[src/rtl/mul_shift_add.sv]
// Unsigned shift-and-add multiplier, BIT_COUNT x BIT_COUNT -> 2*BIT_COUNT.
// Start/busy/done handshake; one multiplier bit is consumed per RUN cycle.
// Optional: define MUL_SHIFT_ADD_EARLY_EXIT_EN to leave RUN as soon as the
// remaining multiplier bits are all zero (product is unchanged).

module adder #(
  parameter int BIT_COUNT = 8
) (
  input  logic [BIT_COUNT-1:0] a,
  input  logic [BIT_COUNT-1:0] b,
  input  logic                 cin,
  output logic [BIT_COUNT-1:0] sum,
  output logic                 cout
);
  // Plain ripple add; carry out is the top bit of the widened sum
  assign {cout, sum} = {1'b0, a} + {1'b0, b} + {{BIT_COUNT{1'b0}}, cin};
endmodule

module mul_shift_add #(
  parameter int BIT_COUNT = 8
) (
  input  logic                   clk,
  input  logic                   rst_n,
  input  logic                   start,
  input  logic [BIT_COUNT-1:0]   a,
  input  logic [BIT_COUNT-1:0]   b,
  output logic                   busy,
  output logic                   done,
  output logic [2*BIT_COUNT-1:0] product
);
  localparam int W2 = 2 * BIT_COUNT;
  localparam int CW = $clog2(BIT_COUNT + 1);
  localparam logic [CW-1:0] CNT_LAST = CW'(BIT_COUNT - 1);

  typedef enum logic [1:0] {IDLE, RUN, DONE} state_t;

  state_t           state, state_nxt;
  logic [W2-1:0]    mcand, acc, addend, sum;
  logic [BIT_COUNT-1:0] mplier;
  logic [CW-1:0]    cnt;
  logic             accept, last;
  logic             unused_cout;

  // Partial product: shifted multiplicand gated by the current multiplier bit
  assign addend = mplier[0] ? mcand : '0;

  adder #(.BIT_COUNT(W2)) u_add (
    .a    (acc),
    .b    (addend),
    .cin  (1'b0),
    .sum  (sum),
    .cout (unused_cout)   // product always fits in W2 bits
  );

`ifdef MUL_SHIFT_ADD_EARLY_EXIT_EN
  // Stop once no set multiplier bits remain after this cycle's shift
  assign last = (cnt == CNT_LAST) || (mplier[BIT_COUNT-1:1] == '0);
`else
  assign last = (cnt == CNT_LAST);
`endif

  // Next-state logic; start is only honoured outside RUN
  always_comb begin
    state_nxt = state;
    accept    = 1'b0;
    case (state)
      IDLE: if (start) begin
        state_nxt = RUN;
        accept    = 1'b1;
      end
      RUN:  if (last) state_nxt = DONE;
      DONE: begin
        state_nxt = start ? RUN : IDLE;
        accept    = start;
      end
      default: state_nxt = IDLE;
    endcase
  end

  // State, datapath and registered handshake outputs
  always_ff @(posedge clk) begin
    if (!rst_n) begin
      state   <= IDLE;
      mcand   <= '0;
      mplier  <= '0;
      acc     <= '0;
      cnt     <= '0;
      busy    <= 1'b0;
      done    <= 1'b0;
      product <= '0;
    end else begin
      state <= state_nxt;
      busy  <= (state_nxt == RUN);
      done  <= (state_nxt == DONE);
      if (accept) begin
        mcand  <= {{BIT_COUNT{1'b0}}, a};
        mplier <= b;
        acc    <= '0;
        cnt    <= '0;
      end else if (state == RUN) begin
        acc    <= sum;
        mcand  <= mcand << 1;
        mplier <= mplier >> 1;
        cnt    <= cnt + 1'b1;
      end
      // Final sum goes straight to the product on entry to DONE
      if (state == RUN && last) product <= sum;
    end
  end
endmodule
[config.mk]
export PLATFORM = sky130hd
export DESIGN_NAME = mul_shift_add
export DESIGN_NICKNAME = d
export VERILOG_FILES = /design/src/rtl/mul_shift_add.sv
export SDC_FILE = /design/constraint.sdc
export NUM_CORES = 1
export LEC_CHECK = 0
export ABC_AREA = 1
export CELL_PAD_IN_SITES_DETAIL_PLACEMENT = 0
export CELL_PAD_IN_SITES_GLOBAL_PLACEMENT = 1
export CORE_ASPECT_RATIO = 0.7
export CORE_UTILIZATION = 43
export CTS_CLUSTER_DIAMETER = 30
export DETAILED_ROUTE_END_ITERATION = 8
export GPL_ROUTABILITY_DRIVEN = 0
export HOLD_SLACK_MARGIN = 0.05
export PLACE_DENSITY_LB_ADDON = 0.15
export SYNTH_ARGS = -nofsm -noshare
export SYNTH_HDL_FRONTEND = slang
export SYNTH_SLANG_ARGS = --single-unit
[constraint.sdc]
create_clock -name clk -period 4.6 [get_ports clk]
set_clock_uncertainty 0.05 [all_clocks]
set_input_delay 0.69 -clock clk [delete_from_list [all_inputs] [get_ports clk]]
set_output_delay 0.69 -clock clk [all_outputs]
set_load 0.05 [all_outputs]
==> run metrics <==
status=complete, no violations; Hold Crit Depth=2; Routed Antenna Nets=0; Clk Latency, worst-skew pair=between 0.3 and 0.4 ns; Row Count=27; CP startpoint kind=input port; Post-Synthesis Cells=between 500 and 600; peak fanout along the critical path=22; Min Hold Slack=around 0.42 ns; Worst EP required=between 4 and 5 ns; post-place setup slack=about 1.8 ns; initial antenna violation count=0; Worst-path clk slew=~0.050 ns; synth warn=0; Fin. Hold Viols=0; Root Driver=clkbuf_16; syn_nets=between 500 and 600; fillers=roughly 810; Max-Cap Viols=0; cts repair resizes=0; synth-to-layout area growth=19.82%; Net Sw Power=355.4 µW; mean post-synth cell area=about 6.4 µm²; sequential area share after synthesis=0.3657; CTS Buffer Depth=2; RSZ-0062 raised after global routing=no; Mapped Area=~3500 µm²; Die Ht=77.52 µm; drt pass-1 iters=4; Worst-Margin Slew=between 0.6 and 0.7 ns; post-synthesis cell type count=30; Gate power share=0.101; global-route wire length before repair=14720 µm; cell internal pwr=1.081 mW; CTS Hold Buffers Added=0; grt total ovfl=0; PnR worst setup slack=around 2.2 ns; number of global-route vias before repair=3068; count leader, synth=nand2_1; Slew Limit Fails=0; Synth Flop Type=dfxtp_1; H-tree Lvls=3; wire per inst=12.62 µm; DR vias=between 3000 and 4000; Final #Nets=between 600 and 700; CTS tree=yes; core area=7871 µm²; post-route clock period utilization=0.5265; share of cells above drive strength 1=0.04688; Setup Buffers After CTS=0; synth top area cells=dfxtp_1 37%, nand2_1 16%, inv_1 8.6%, nor2_1 7.9%, ha_1 5.7%; max frequency=412.9 MHz; min Tclk post-route=2.422 ns; Peak VDD IR=0.0002371 V; all-layer global routing usage=0.2264; Synth top area share=0.3657; final WL=roughly 8500 µm; DRC=0; CTS sink cnt=between 60 and 70; Num CTS Buffers=9; Die ar.=approximately 8500 µm²; R2R cell count=13; Yosys reg bits=between 60 and 70; CP Capture Type=flop; crit path kind=input port to flop; Chip Width=109.9 µm; starting density of the core=0.4451; post-DP HPWL=around 6200 µm; number of I/O port buffers=36; Synth area leader=dfxtp_1; crit path DAT=around 2.6 ns; relative slew slack=0.5801; Synth top cells by count=151 x nand2_1, 80 x inv_1, 74 x nor2_1; Setup TNS=0 ns; min-delay worst type=flop to flop; clock share of power=0.483; PwrDens=342.1 nW/µm²; asr flop ratio synth=0; num ports=37; # diodes=0; largest net degree at the start of global routing=38; Switching Fraction=0.2474; LEAKAGE=between 2 and 2.5 nW; final setup vio count=0; DR iter-0 viols=~290; DR vias/cell=about 4.9; EDFF count, synth=0; Reg power frac=0.416
[power groups by stage]
| stage | Combinational [mW] | Sequential, mW | Clock (mW) |
|---|---|---|---|
| 2_1_floorplan | 0.105 | 0.603 | 0 |
| 3_3_place_gp | 0.143 | 0.609 | 0 |
| 3_5_place_dp | 0.145 | 0.609 | 0 |
| 4_1_cts | 0.146 | 0.597 | 0.707 |
| 5_1_grt | 0.165 | 0.600 | 0.734 |
| 6_report | 0.145 | 0.598 | 0.694 |
[through the flow]
step | area (µm²) | power (mW) | util | cells
floorplan | 3503 | 0.7078 | - | 544
global placement | 3896 | 0.7516 | 0.4950 | 661
detailed placement | 3896 | 0.7536 | 0.4950 | 661
CTS | 4198 | 1.450 | 0.5333 | 677
global route | 4198 | 1.499 | 0.5333 | 677
finish | 4198 | 1.436 | 0.5333 | 677
[state kept, by name (all words and copies together) (netlist names)]
signal   cells
mplier       8
state        2
done         1
product     16
cnt          4
busy         1
acc         16
mcand       16
[metal layers]
layer | track usage | wire [µm] | vias up
met4 | 0.07200 | 87 | 0
met1 | 0.3385 | 4767 | 1484
met3 | 0.05798 | 413 | 8
met2 | 0.3100 | 3272 | 70
met5 | 0 | 0 | -
li1 | - | - | 1732
[worst max-delay path: stages]
cell and delay [ns]:
clkdlybuf4s50_1 0.45, nand2_1 0.37, inv_2 0.41, nor2_4 0.10
inv_2 0.36, nor2_1 0.07, o21ai_1 0.08, inv_1 0.05
[final cells by class]
class	count	area, µm²	share of cell area
Tap cell	101	126.4	0.03010
Clock buffer	14	264.0	0.06289
Sequential cell	64	1281	0.3052
Multi-Input combinational cell	371	1794	0.4274
Clock inverter	2	37.54	0.008942
Timing Repair Buffer	36	360.3	0.08584
Inverter	89	334.1	0.07958
[kinds of logic after synthesis]
logic type | Yosys count | share of synthesized area
xor gates and xnor gates | 7 | 0.01750
DFF | 64 | 0.3657
and+or+nand+nor | 269 | 0.3168
AOI/OAI and AO/OA | 78 | 0.1150
adders and majority gates | 17 | 0.06286
buffers and inverters | 109 | 0.1221
[worst paths after layout]
kind | startpoint | to | slack (ns)
max reg2reg | mplier[0] | product[15] | 2.25
min | product[2] | product[2] | 0.42
min reg2reg | product[2] | product[2] | 0.42
max | start | acc[8] | 2.18
[placed cells by master, fill, tap and decap left out, drive strengths merged]
cell           synthesis  final
nand2                152    152
inv                   89     89
nor2                  77     77
dfxtp                 64     64
o21ai                 40     40
clkdlybuf4s50          0     36
a21oi                 34     34
nand3                 28     28
ha                    16     16
clkbuf                10     14
xor2                   7      7
nor3                   4      4
or2                    2      2
and2                   2      2
a311oi                 2      2
nand4                  1      1
nand3b                 1      1
a211oi                 1      1
and3                   1      1
o211ai                 1      1
nor4                   1      1
fa                     1      1
clkinvlp               0      1
bufinv                 0      1
No activity file was read; power rests on OpenSTA's default activity.
